File: config.mk
export PLATFORM = sky130hd
export DESIGN_NAME = collision_pair_scheduler
export DESIGN_NICKNAME = d
export VERILOG_FILES = /design/src/rtl/collision_pair_scheduler.sv
export SDC_FILE = /design/constraint.sdc
export NUM_CORES = 1
export LEC_CHECK = 0
export ABC_AREA = 1
export CAP_MARGIN = 20
export CORE_MARGIN = 3
export CORE_UTILIZATION = 30
export CTS_CLUSTER_SIZE = 40
export DETAILED_ROUTE_END_ITERATION = 16
export HOLD_SLACK_MARGIN = 0.08
export SYNTH_ARGS = -nofsm -noshare
export SYNTH_HDL_FRONTEND = slang
export SYNTH_SLANG_ARGS = --single-unit
File: constraint.sdc
create_clock -name clk -period 1.3 [get_ports clk]
set_input_delay 0.26 -clock clk [delete_from_list [all_inputs] [get_ports clk]]
set_output_delay 0.26 -clock clk [all_outputs]
set_load 0.005 [all_outputs]
File: src/rtl/collision_pair_scheduler.sv
// Pair sweep scheduler: time-multiplexes one pairwise collision checker over all balls.
// Optional ONE_HIT_PER_BALL_EN: skip pairs whose balls already hit in this frame.
module collision_pair_scheduler #(
  parameter int NUM_BALLS = 4,
  parameter int IDX_W     = 3,
  parameter int TIMEOUT   = 15
) (
  input  logic                 clk,
  input  logic                 reset,
  input  logic                 frame_start,
  output logic [IDX_W-1:0]     idx_a,
  output logic [IDX_W-1:0]     idx_b,
  output logic                 chk_req,
  input  logic                 chk_ack,
  input  logic                 chk_hit,
  output logic                 wr_req,
  input  logic                 wr_ack,
  output logic                 busy,
  output logic                 done,
  output logic [NUM_BALLS-1:0] hit_mask,
  output logic [4:0]           hit_count,
  output logic                 overrun,
  output logic                 timeout_flag
);

  typedef enum logic [2:0] {
    S_IDLE,
    S_ISSUE,
    S_WAIT,
    S_WRITE,
    S_NEXT,
    S_DONE
  } state_t;

  localparam logic [IDX_W-1:0] LAST_B  = IDX_W'(NUM_BALLS - 1);
  localparam logic [IDX_W-1:0] LAST_A  = IDX_W'(NUM_BALLS - 2);
  localparam logic [7:0]       TMO_END = 8'(TIMEOUT - 1);
  localparam logic [NUM_BALLS-1:0] ONE = NUM_BALLS'(1);

  state_t               state_q, state_d;
  logic [IDX_W-1:0]     idx_a_q, idx_a_d;
  logic [IDX_W-1:0]     idx_b_q, idx_b_d;
  logic                 chk_req_q, chk_req_d;
  logic                 wr_req_q, wr_req_d;
  logic                 busy_q, busy_d;
  logic                 done_q, done_d;
  logic [NUM_BALLS-1:0] mask_q, mask_d;
  logic [4:0]           cnt_q, cnt_d;
  logic                 ovr_q, ovr_d;
  logic                 tof_q, tof_d;
  logic [7:0]           tmo_q, tmo_d;

  logic [IDX_W-1:0]     nxt_a;
  logic [IDX_W-1:0]     nxt_b;
  logic                 nxt_last;
  logic                 nxt_skip;

  // Successor of the current pair in (i<j) lexicographic order.
  always_comb begin
    nxt_a    = idx_a_q;
    nxt_b    = idx_b_q;
    nxt_last = 1'b0;
    if (idx_b_q < LAST_B) begin
      nxt_b = idx_b_q + IDX_W'(1);
    end else if (idx_a_q < LAST_A) begin
      nxt_a = idx_a_q + IDX_W'(1);
      nxt_b = idx_a_q + IDX_W'(2);
    end else begin
      nxt_last = 1'b1;
    end
  end

`ifdef ONE_HIT_PER_BALL_EN
  assign nxt_skip = |(mask_q & ((ONE << nxt_a) | (ONE << nxt_b)));
`else
  assign nxt_skip = 1'b0;
`endif

  always_comb begin
    state_d   = state_q;
    idx_a_d   = idx_a_q;
    idx_b_d   = idx_b_q;
    chk_req_d = chk_req_q;
    wr_req_d  = wr_req_q;
    busy_d    = busy_q;
    done_d    = 1'b0;
    mask_d    = mask_q;
    cnt_d     = cnt_q;
    ovr_d     = ovr_q;
    tof_d     = tof_q;
    tmo_d     = tmo_q;

    if (frame_start && (state_q != S_IDLE)) begin
      ovr_d = 1'b1;
    end

    unique case (state_q)
      S_IDLE: begin
        if (frame_start) begin
          idx_a_d   = '0;
          idx_b_d   = IDX_W'(1);
          mask_d    = '0;
          cnt_d     = '0;
          busy_d    = 1'b1;
          chk_req_d = 1'b1;
          state_d   = S_ISSUE;
        end
      end
      S_ISSUE: begin
        tmo_d   = '0;
        state_d = S_WAIT;
      end
      S_WAIT: begin
        if (chk_ack) begin
          chk_req_d = 1'b0;
          if (chk_hit) begin
            mask_d   = mask_q | (ONE << idx_a_q) | (ONE << idx_b_q);
            cnt_d    = (cnt_q == 5'd31) ? cnt_q : cnt_q + 5'd1;
            wr_req_d = 1'b1;
            state_d  = S_WRITE;
          end else begin
            state_d = S_NEXT;
          end
        end else if (tmo_q == TMO_END) begin
          chk_req_d = 1'b0;
          tof_d     = 1'b1;
          state_d   = S_NEXT;
        end else begin
          tmo_d = tmo_q + 8'd1;
        end
      end
      S_WRITE: begin
        if (wr_ack) begin
          wr_req_d = 1'b0;
          state_d  = S_NEXT;
        end
      end
      S_NEXT: begin
        if (nxt_last) begin
          done_d  = 1'b1;
          busy_d  = 1'b0;
          state_d = S_DONE;
        end else begin
          idx_a_d = nxt_a;
          idx_b_d = nxt_b;
          if (!nxt_skip) begin
            chk_req_d = 1'b1;
            state_d   = S_ISSUE;
          end
        end
      end
      S_DONE: begin
        state_d = S_IDLE;
      end
      default: begin
        state_d = S_IDLE;
      end
    endcase
  end

  always_ff @(posedge clk) begin
    if (reset) begin
      state_q   <= S_IDLE;
      idx_a_q   <= '0;
      idx_b_q   <= '0;
      chk_req_q <= 1'b0;
      wr_req_q  <= 1'b0;
      busy_q    <= 1'b0;
      done_q    <= 1'b0;
      mask_q    <= '0;
      cnt_q     <= '0;
      ovr_q     <= 1'b0;
      tof_q     <= 1'b0;
      tmo_q     <= '0;
    end else begin
      state_q   <= state_d;
      idx_a_q   <= idx_a_d;
      idx_b_q   <= idx_b_d;
      chk_req_q <= chk_req_d;
      wr_req_q  <= wr_req_d;
      busy_q    <= busy_d;
      done_q    <= done_d;
      mask_q    <= mask_d;
      cnt_q     <= cnt_d;
      ovr_q     <= ovr_d;
      tof_q     <= tof_d;
      tmo_q     <= tmo_d;
    end
  end

  assign idx_a        = idx_a_q;
  assign idx_b        = idx_b_q;
  assign chk_req      = chk_req_q;
  assign wr_req       = wr_req_q;
  assign busy         = busy_q;
  assign done         = done_q;
  assign hit_mask     = mask_q;
  assign hit_count    = cnt_q;
  assign overrun      = ovr_q;
  assign timeout_flag = tof_q;

endmodule

==> qor.yml, run 1 <==
fp.dieArea_sq_mm: 0.006963
p_int_uw: 2795
nFillCells: 517
cp.required_ns: 1.51
arrival_ns: 1.68
nNetsFinal: 372
path_clk_slew_ns: 0.07
synth-seq-cells: 32
grt_usage_pct: 14.57
max_freq_mhz: 679.7
ys_top_cells_by_count: "nand2_1 (56), inv_1 (38), nor2_1 (37)"
syn_inst: 262
clock_path_buffers: 2
synth_edf_count: 0
slew_violations: 0
worst-setup-path-type: "register to register"
syn_nets: 283
fp-row-count: 27
cts_tree: "done"
avgSynthCellArea_sq_um: 6.867
port_buffers: 26
postSynth.asyncResetShare_pct: 0
ys_warn_count: 0
end_kind: "register"
seq_area_sq_um: 676.9
post-route-min-period_ns: 1.471
wl_per_cell_um: 12.56
hold_viol_final: 0
slew_headroom_pct: 70.22
holdWs_ns: 0.4482
power_switching_uw: 1809
synth_cell_type_count: 27
grt_overflow: 0
initial_core_util_pct: 31.89
ant_nets: 0
worst_slew_pin_slew_ns: 0.4462
antenna_found_initial: 0
post-dp-hpwl_um: 3504
firstDrtPassIters: 4
synth_area_leaders: "dfxtp_1 (36%), nand2_1 (12%), ha_1 (10%), inv_1 (7.9%), nor2_1 (7.7%)"
worst_r2r_startpoint: "hit_count[0]$_SDFFE_PP0P_"
yosysMostFrequentCell: "nand2_1"
min-delay-start: "hit_mask[2]$_SDFFE_PP0P_"
rsz0062_at_grt: "yes"
place_ws_ns: -0.2763
powerDensity_mw_per_mm2: 1467
setup_viol: 12
path_max_fanout: 8
core_area_sq_mm: 0.005642
grt_max_degree: 12
grt_pass1_vias: 1917
hold_depth: 2
drive_above_1_share_pct: 46.59
die_x_um: 83.45
areaGrowthSynthToFinish_pct: 74.48
min_period_over_period_pct: 113.2
clk_latency_ns: 0.28
gp_congestion: 0.8236
numCtsBuffers: 5
critPathLaunchType: "register"
place_area_sq_mm: 0.002546
r2r-end: "hit_count[3]$_SDFFE_PP0P_"
synth_ff_type: "dfxtp_1"
yosysTopAreaCell: "dfxtp_1"
synth_top_area_share_pct: 35.61
diodes: 0
min_to: "hit_mask[2]$_SDFFE_PP0P_"
htreeDepth: 2
max_cap_viol_count: 0
multi_input_area_sq_mm: 0.001379
drt-total-wl_um: 5327
power_leakage_uw: 0.001391
drc_errors: 0
p_comb_share_pct: 51.5
clkSinkCount: 32
io-pin-count: 27
synth-seq-area-share_pct: 35.61
die_height_um: 83.45
fin_ws_ns: -0.1712
via_per_inst: 4.660
clockPowerShare_pct: 19.0
seq_power_share_pct: 29.5
fin_skew_ns: 0.01062
switching_share_pct: 39.30
num_vias: 1976
design_area_sq_mm: 0.003139
vdd_drop_max_mv: 0.9429
rr_worst_depth: 9
status: "complete, but fails checks"
grt_pass1_wl_um: 8507
drt_iter0_drc: 99
violations: "setup timing"
syn_area_sq_mm: 0.001799
power_uw: 4604
cts_root_buf: "clkbuf_8"
hold_path.class: "register to register"
ff2ff_setup_slack_ns: -0.17
## power by group through the flow
stage | clock [uW] | sequential, uW | combinational (uW)
3_5_place_dp | 0 | 1320 | 1750
4_1_cts | 906 | 1340 | 2020
2_1_floorplan | 0 | 1320 | 861
6_report | 873 | 1360 | 2370
5_1_grt | 947 | 1380 | 2600
3_3_place_gp | 0 | 1310 | 1740
## cells in the final DEF, fill, tap and decap left out, drive strengths merged
| cell | instances |
|---|---|
| buf | 59 |
| nand2 | 58 |
| nor2 | 39 |
| inv | 39 |
| dfxtp | 32 |
| a21oi | 26 |
| dlygate4sd2 | 18 |
| o21ai | 17 |
| ha | 15 |
| nand3 | 13 |
| clkbuf | 6 |
| clkdlybuf4s50 | 5 |
| nor3 | 5 |
| a22o | 3 |
| or2 | 3 |
| nand4 | 2 |
| clkdlybuf4s15 | 2 |
| a211oi | 2 |
| nor3b | 1 |
| xnor2 | 1 |
| o221ai | 1 |
| xor2 | 1 |
| o211ai | 1 |
| clkinv | 1 |
| clkinvlp | 1 |
| dlymetal6s2s | 1 |
## repair_timing
item / 4_1_cts / 5_1_grt
pin swaps: 27 / 26
hold buffers: 0 / 0
endpoints found under the setup margin: 49 / 30
buffers inserted: 8 / 3
resized for setup: 99 / 55
## per-layer routing
layer  up-vias  track usage (%)  wire [um]
met3         8            2.183         91
met4         0            3.947         82
met2        24            26.31       2790
met5         -                0          0
met1       914            17.93       2363
li1       1030                -          -
## worst max-delay path by stage
stage | startpoint | endpoint
2_1_floorplan | hit_count[0]$_SDFFE_PP0P_ | hit_count[1]$_SDFFE_PP0P_
3_3_place_gp | frame_start | idx_b[0]$_SDFFE_PP0P_
3_5_place_dp | chk_ack | hit_count[0]$_SDFFE_PP0P_
4_1_cts | hit_count[0]$_SDFFE_PP0P_ | hit_count[0]$_SDFFE_PP0P_
5_1_grt | hit_count[0]$_SDFFE_PP0P_ | hit_count[4]$_SDFFE_PP0P_
6_report | hit_count[0]$_SDFFE_PP0P_ | hit_count[3]$_SDFFE_PP0P_
## final cells by class
class                   instances  area share, %
multi-input cells             188          43.92
repair buffers                 85          23.36
flip-flops and latches         32          21.56
inverters                      39          4.902
clock buffers                   6          2.989
well taps                      72          2.870
clock inverters                 2         0.3986
## stage by stage
| stage | cells | utilization, % | TNS [ns] |
|---|---|---|---|
| finish | 424 | 55.64 | -0.9935 |
| global placement | 405 | 45.13 | -5.301 |
| global route | 424 | 55.64 | -2.982 |
| CTS | 421 | 51.67 | -0.8734 |
| floorplan | 262 | - | -0.3904 |
| detailed placement | 405 | 45.13 | -5.268 |
## worst max-delay path, cell delays in order, from the launching register on
cell     delay (ns)
dfxtp_4        0.36
ha_4           0.16
nand2_4        0.07
nor2_4         0.04
ha_4           0.15
inv_2          0.04
nand4_1        0.18
nand2_4        0.20
nand2_1        0.09
a21oi_2        0.11
## state kept, by name, indices dropped and copies added, names as in the netlist, 3 cells and up
signal,flops
hit_mask,4
tmo_q,8
state_q,3
idx_a,3
hit_count,5
idx_b,3
## kinds of logic (layout without fill, tap and decap cells)
logic type	after synthesis	in the layout	share of synthesized area, %
compound gates	50	50	15.16
xor+xnor	2	2	0.9738
fa+ha+maj	15	15	10.43
buf+inv	42	132	8.762
flops	32	32	35.60
simple gates	121	121	29.07
Power figures use the tool's default switching activity.
==> inputs of run 2 (changes only) <==
- ABC_AREA: 1 -> unset
==> run 2 against run 1 <==
  * The run still ends with setup timing left
  * Worst hold slack got worse by 0.0022 ns
  * Worst setup slack got worse by 0.28 ns
  * Wire length fell by 3.0%
  * Highest routed layer unchanged
  * Die area increased by 0.31%
  * Clock skew fell by 0.0051 ns
  * Flip-flop and latch count did not move
  * Sequential power fell by 24%
  * Clock power shrank 6.9%
  * Register-to-register slack got worse by 0.28 ns
  * Core utilization is 0.51 points lower
  * Non-clock buffer count grew 8
  * Via count down 12%
==> qor.yml, run 2 <==
critPathLaunchType: "register"
gp_congestion: 0.7603  # -7.7%
diodes: 0  # unchanged
cp_common_cell: "ha_4"
synth_edf_count: 0  # unchanged
areaGrowthSynthToFinish_pct: 73.32
syn_nets: 221  # -22%
fp-row-count: 27  # unchanged
postSynth.asyncResetShare_pct: 0  # unchanged
fin_ws_ns: -0.4531  # -0.2820 ns
htreeDepth: 2  # unchanged
hold_path.class: "register to register"
place_area_sq_mm: 0.002615  # +2.7%
numCtsBuffers: 5  # unchanged
r2r-end: "hit_count[3]$_SDFFE_PP0P_"
layout.cells.most_common: "buf_4"
nFillCells: 502  # -2.9%
worst_slew_pin_slew_ns: 0.4483  # +0.002133 ns
min-delay-start: "hit_mask[3]$_SDFFE_PP0P_"
initial_core_util_pct: 31.81  # -0.080 points
synth_ff_type: "dfxtp_1"
cts_root_buf: "clkbuf_8"
port_buffers: 26  # unchanged
hold_depth: 2  # unchanged
cp_slowest_cell: "dfxtp_2"
end_kind: "register"
path_clk_slew_ns: 0.07  # about the same
post-route-util_pct: 55.14  # -0.51 points
vdd_drop_max_mv: 0.4514  # -52%
cp.required_ns: 1.48  # -0.03 ns
synth_area_leaders: "dfxtp_1 (35%), ha_1 (10%), nor2_1 (5.8%), a2111oi_4 (4.6%), a21oi_1 (4.4%)"
via_per_inst: 4.789  # +2.8%
ctsHoldBuffers: 0  # unchanged
min_period_over_period_pct: 134.9  # +22 points
drc_errors: 0  # unchanged
core_area_sq_mm: 0.005675  # +0.60%
ant_nets: 0  # unchanged
top_register: "tmo_q"
ys_warn_count: 0  # unchanged
min_to: "hit_mask[3]$_SDFFE_PP0P_"
final_cell_mix: "buf_4 (48), nor2_1 (22), dlygate4sd2_1 (17)"
design_area_sq_mm: 0.003129  # -0.32%
syn_inst: 200  # -24%
clock_path_buffers: 2  # unchanged
hold_viol_final: 0  # unchanged
powerDensity_mw_per_mm2: 785.9  # -46%
firstDrtPassIters: 4  # unchanged
status: "complete, but fails checks"
synth_top_area_share_pct: 35.48  # -0.12 points
antenna_found_initial: 0  # unchanged
arrival_ns: 1.93  # +0.25 ns
setup_viol: 31  # +19
yosysMostFrequentCell: "dfxtp_1"
rr_worst_depth: 8  # -1
max_cap_viol_count: 0  # unchanged
post-route-min-period_ns: 1.753  # +0.2820 ns
grt_pass1_wl_um: 7838  # -7.9%
crit_chain: "ha_4 -> and3_4 -> ha_4 -> nand4b_1 -> buf_4 -> a211oi_2 -> xnor2_1 -> nor2_1"
io-pin-count: 27  # unchanged
rsz0062_at_grt: "yes"
post-dp-hpwl_um: 3469  # -0.99%
path_max_fanout: 3  # -5
clk_latency_ns: 0.29  # about the same
wl_per_cell_um: 14.16  # +13%
drt_iter0_drc: 52  # -47%
slew_violations: 0  # unchanged
setup_tns_ns: -7.308  # -6.315 ns
slew_headroom_pct: 69.80  # -0.43 points
drt-total-wl_um: 5168  # -3.0%
grt_overflow: 0  # unchanged
die_x_um: 83.58  # +0.16%
synth-seq-area-share_pct: 35.48  # -0.12 points
grt_pass1_vias: 1651  # -14%
worst_r2r_startpoint: "hit_count[0]$_SDFFE_PP0P_"
fin_skew_ns: 0.005475  # -0.005149 ns
avgSynthCellArea_sq_um: 9.027  # +31%
die_height_um: 83.58  # +0.16%
synth-seq-cells: 32  # unchanged
clkSinkCount: 32  # unchanged
grt_usage_pct: 13.61  # -0.97 points
fp.dieArea_sq_mm: 0.006985  # +0.31%
num_vias: 1748  # -12%
grt_max_degree: 11  # -1
ff2ff_setup_slack_ns: -0.45  # -0.28 ns
max_freq_mhz: 570.4  # -16%
yosysTopAreaCell: "dfxtp_1"
power_leakage_uw: 0.001273  # -8.4%
seq_area_sq_um: 671.9  # -0.74%
nNetsFinal: 313  # -16%
syn_area_sq_mm: 0.001805  # +0.35%
violations: "setup timing"
multi_input_area_sq_mm: 0.001404  # +1.8%
synth_cell_type_count: 42  # +56%
cts_tree: "done"
worst_path_largest_cell_delay_ns: 0.34  # -0.02 ns
power_uw: 2459  # -47%
worst-setup-path-type: "register to register"
ys_top_cells_by_count: "dfxtp_1 (32), nor2_1 (28), a21oi_1 (16)"
largest_reg_flops: 8  # unchanged
drive_above_1_share_pct: 50.51  # +3.9 points
run 2: cell types whose count changed after synthesis, sizes merged, moves of 4 or more:
cell     before  now
a211oi        2    6
and3          0    4
o21ai        17    9
a2111oi       0    4
nor2         39   29
inv          39   11
a21oi        26   17
mux2i         0    4
nand3        13    5
nand2b        0    4
nand2        58    9
xnor2         1    8
run 2: where the power goes:
group	internal, uW	switching, uW
clock network	432	381
logic	322	290
registers	1010	23.1
run 2: routing by layer:
metal / share of wire (%) / GRT usage, % / up-vias / wire [um]
li1: - / - / 893 / -
met1: 49 / 18.69 / 820 / 2513
met2: 48 / 21.55 / 28 / 2471
met3: 2.2 / 2.962 / 7 / 116
met4: 1.3 / 3.509 / 0 / 67
met5: 0 / 0 / - / 0
run 2: cell families (layout without fill, tap and decap cells):
kind of cell	after synthesis	count (layout)	share of synthesized area (%)
AO/OA/AOI/OAI	49	49	21.41
multiplexers	5	5	2.841
adder cells (fa/ha/maj)	15	15	10.40
buffers and inverters	19	112	4.435
XOR/XNOR	8	8	3.881
flip-flops	32	32	35.48
AND/OR/NAND/NOR	72	72	21.55
run 2: metrics by stage:
step                      instances  worst slack (ns)  hold WS [ns]
after floorplan                 200           -0.3218        0.3481
after global placement          337           -0.7644        0.4333
after detailed placement        337           -0.7907        0.4415
after CTS                       355           -0.4329        0.4479
after global routing            365           -0.5534        0.4607
final                           365           -0.4531        0.4459
run 2: worst max path at each step:
stage,start,end
2_1_floorplan,hit_count[0]$_SDFFE_PP0P_,hit_count[0]$_SDFFE_PP0P_
3_3_place_gp,chk_ack,tmo_q[7]$_SDFFE_PP0P_
3_5_place_dp,chk_ack,tmo_q[7]$_SDFFE_PP0P_
4_1_cts,hit_count[0]$_SDFFE_PP0P_,hit_count[1]$_SDFFE_PP0P_
5_1_grt,hit_count[0]$_SDFFE_PP0P_,hit_count[3]$_SDFFE_PP0P_
6_report,hit_count[0]$_SDFFE_PP0P_,hit_count[3]$_SDFFE_PP0P_
run 2: repair_timing:
action,CTS,global route
setup endpoints to repair,50,34
buffers inserted,10,10
gates cloned,1,0
pin swaps,18,21
resized for setup,55,46
endpoints found under the hold margin,0,0
run 2: critical path: cells and delay by family, from the launching register on:
kind | cells | cell delay (ns)
AND/OR/NAND/NOR | 3 | 0.47
flip-flops | 1 | 0.34
adder cells (fa/ha/maj) | 2 | 0.32
buffers and inverters | 1 | 0.20
AO/OA/AOI/OAI | 1 | 0.20
XOR/XNOR | 1 | 0.14
run 2: area by class of cell:
| class | count | area share, % |
|---|---|---|
| multi-input combinational | 149 | 44.86 |
| inverter | 11 | 1.399 |
| timing repair buffer | 93 | 26.51 |
| sequential | 32 | 21.47 |
| clock buffer | 8 | 2.879 |
| tap | 72 | 2.879 |
==> inputs of run 3 (changes only) <==
- CORE_UTILIZATION: 30 -> 45
- CTS_BUF_LIST: unset -> sky130_fd_sc_hd__clkbuf_2 sky130_fd_sc_hd__clkbuf_4 sky130_fd_sc_hd__clkbuf_8
- PLACE_DENSITY: unset -> 0.71
==> run 3 against run 2 <==
  * The run still ends with setup timing left
  * Fmax decreased by 1.6%
  * Clock skew hardly changed
  * Core utilization up 29 points
  * Clock power grew 32%
  * Power rose by 13%
  * Critical path depth is 1 lower
  * Sequential power barely moved
  * Critical path type unchanged
  * Largest cell class unchanged
  * Largest power group is now the clock network
==> qor.yml, run 3 (synthesis results as in run 2) <==
status: "complete, but fails checks"
violations: "setup timing"
io-pin-count: 27  # unchanged
post-route-min-period_ns: 1.781  # +0.02777 ns
path_max_fanout: 3  # unchanged
cp.required_ns: 1.48  # about the same
drive_above_1_share_pct: 54.64  # +4.1 points
grt_overflow: 0  # unchanged
fp-row-count: 22  # -19%
clockPowerShare_pct: 38.5  # +5.4 points
ant_nets: 0  # unchanged
seq_power_share_pct: 37.4  # -4.7 points
clkSinkCount: 32  # unchanged
switching_share_pct: 26.86  # -1.3 points
fin_ws_ns: -0.4809  # -0.02777 ns
nNetsFinal: 311  # -0.64%
top_register: "tmo_q"
wl_per_cell_um: 18.40  # +30%
setup_viol: 31  # unchanged
grt_usage_pct: 23.99  # +10 points
numCtsBuffers: 5  # unchanged
via_per_inst: 5.619  # +17%
rsz0062_at_grt: "yes"
fp.dieArea_sq_mm: 0.004808  # -31%
power_leakage_uw: 0.001295  # +1.7%
clk_latency_ns: 0.29  # about the same
min_period_over_period_pct: 137.0  # +2.1 points
cts_root_buf: "clkbuf_8"
htreeDepth: 2  # unchanged
holdWs_ns: 0.4547  # +0.008784 ns
initial_core_util_pct: 47.88  # +16 points
layout.cells.most_common: "buf_4"
end_kind: "register"
grt_pass1_wl_um: 9259  # +18%
slew_violations: 0  # unchanged
worst-setup-path-type: "register to register"
drc_errors: 0  # unchanged
largest_reg_flops: 8  # unchanged
grt_max_degree: 11  # unchanged
hold_path.class: "register to register"
arrival_ns: 1.96  # +0.03 ns
power_uw: 2771  # +13%
p_int_uw: 2026  # +15%
areaGrowthSynthToFinish_pct: 76.58
num_vias: 1905  # +9.0%
hold_viol_final: 0  # unchanged
core_area_sq_mm: 0.003771  # -34%
antenna_found_initial: 0  # unchanged
slew_headroom_pct: 64.56  # -5.2 points
critPathLaunchType: "register"
grt_pass1_vias: 1929  # +17%
firstDrtPassIters: 4  # unchanged
drt-total-wl_um: 6239  # +21%
cts_tree: "done"
die_x_um: 69.34  # -17%
path_clk_slew_ns: 0.07  # about the same
post-dp-hpwl_um: 3709  # +6.9%
p_comb_share_pct: 24.1  # -0.8 points
max_freq_mhz: 561.5  # -1.6%
worst_slew_pin_slew_ns: 0.5261  # +0.07782 ns
powerDensity_mw_per_mm2: 869.1  # +11%
fin_skew_ns: 0.005850  # +0.0003748 ns
vdd_drop_max_mv: 1.250  # +180%
power_switching_uw: 744.3  # +7.3%
final_cell_mix: "buf_4 (48), nor2_1 (18), dfxtp_1 (14), dlygate4sd2_1 (14), buf_6 (14)"
diodes: 0  # unchanged
die_height_um: 69.34  # -17%
max_cap_viol_count: 0  # unchanged
drt_iter0_drc: 95  # +83%
port_buffers: 26  # unchanged
clock_path_buffers: 2  # unchanged
gp_congestion: 0.8205  # +7.9%
run 3: cell count changes in the layout (fill, tap and decap cells not counted), sizes merged:
cell and change:
dlygate4sd2 -3, clkbuf -2, bufinv +1, dlymetal6s2s +1, clkdlybuf4s15 +3, buf -2
run 3: final cells by class:
class                           count  area [sq um]
Clock inverter                      1         30.03
Sequential cell                    32         675.6
Fill cell                         198         583.1
Tap cell                           48         60.06
Inverter                           11         43.79
Timing Repair Buffer               91         830.8
Multi-Input combinational cell    149          1451
Clock buffer                        7         96.34
run 3: routing by layer:
metal	track usage, %	vias up	wire [um]
li1	-	896	-
met1	28.08	937	2607
met2	42.80	57	3247
met3	4.348	15	237
met4	9.544	0	147
met5	0	-	0
run 3: metrics by stage:
step	TNS [ns]	cells	util, %	worst slack [ns]	cell area [sq um]
after floorplan	-3.721	200	-	-0.3218	1962
after global routing	-9.634	339	84.54	-0.5715	3188
final	-8.117	339	84.54	-0.4809	3188
after global placement	-13.83	312	68.68	-0.7382	2590
after CTS	-7.272	332	77.90	-0.4215	2938
after detailed placement	-14.79	312	68.68	-0.7657	2590
run 3: power by group through the flow:
stage / Combinational [uW] / Clock [uW] / Sequential, uW
2_1_floorplan: 245 / 0 / 1060
3_3_place_gp: 439 / 0 / 1050
3_5_place_dp: 456 / 0 / 1050
4_1_cts: 540 / 1050 / 1030
5_1_grt: 707 / 1120 / 1040
6_report: 667 / 1070 / 1040
run 3: path summary, 6_finish.rpt:
path / from / end / slack, ns / depth (start not counted)
worst max register to register: hit_count[0]$_SDFFE_PP0P_ / hit_count[1]$_SDFFE_PP0P_ / -0.48 / 7
worst min register to register: hit_mask[3]$_SDFFE_PP0P_ / hit_mask[3]$_SDFFE_PP0P_ / 0.45 / 2
worst max-delay path: hit_count[0]$_SDFFE_PP0P_ / hit_count[1]$_SDFFE_PP0P_ / -0.48 / 7
worst min-delay path: hit_mask[3]$_SDFFE_PP0P_ / hit_mask[3]$_SDFFE_PP0P_ / 0.45 / 2
run 3: timing repair:
item	CTS	global route
setup buffers	11	8
hold buffers	0	0
resized for setup	58	56
endpoints found under the setup margin	50	37
pin swaps	22	32
cloned	1	0
run 3: worst max-delay path, stage by stage, from the launching register on:
cell	delay (ns)
dfxtp_2	0.34
ha_4	0.16
and3_4	0.15
ha_4	0.14
nand4b_1	0.24
a21oi_2	0.31
mux2i_1	0.27
nor2_1	0.06
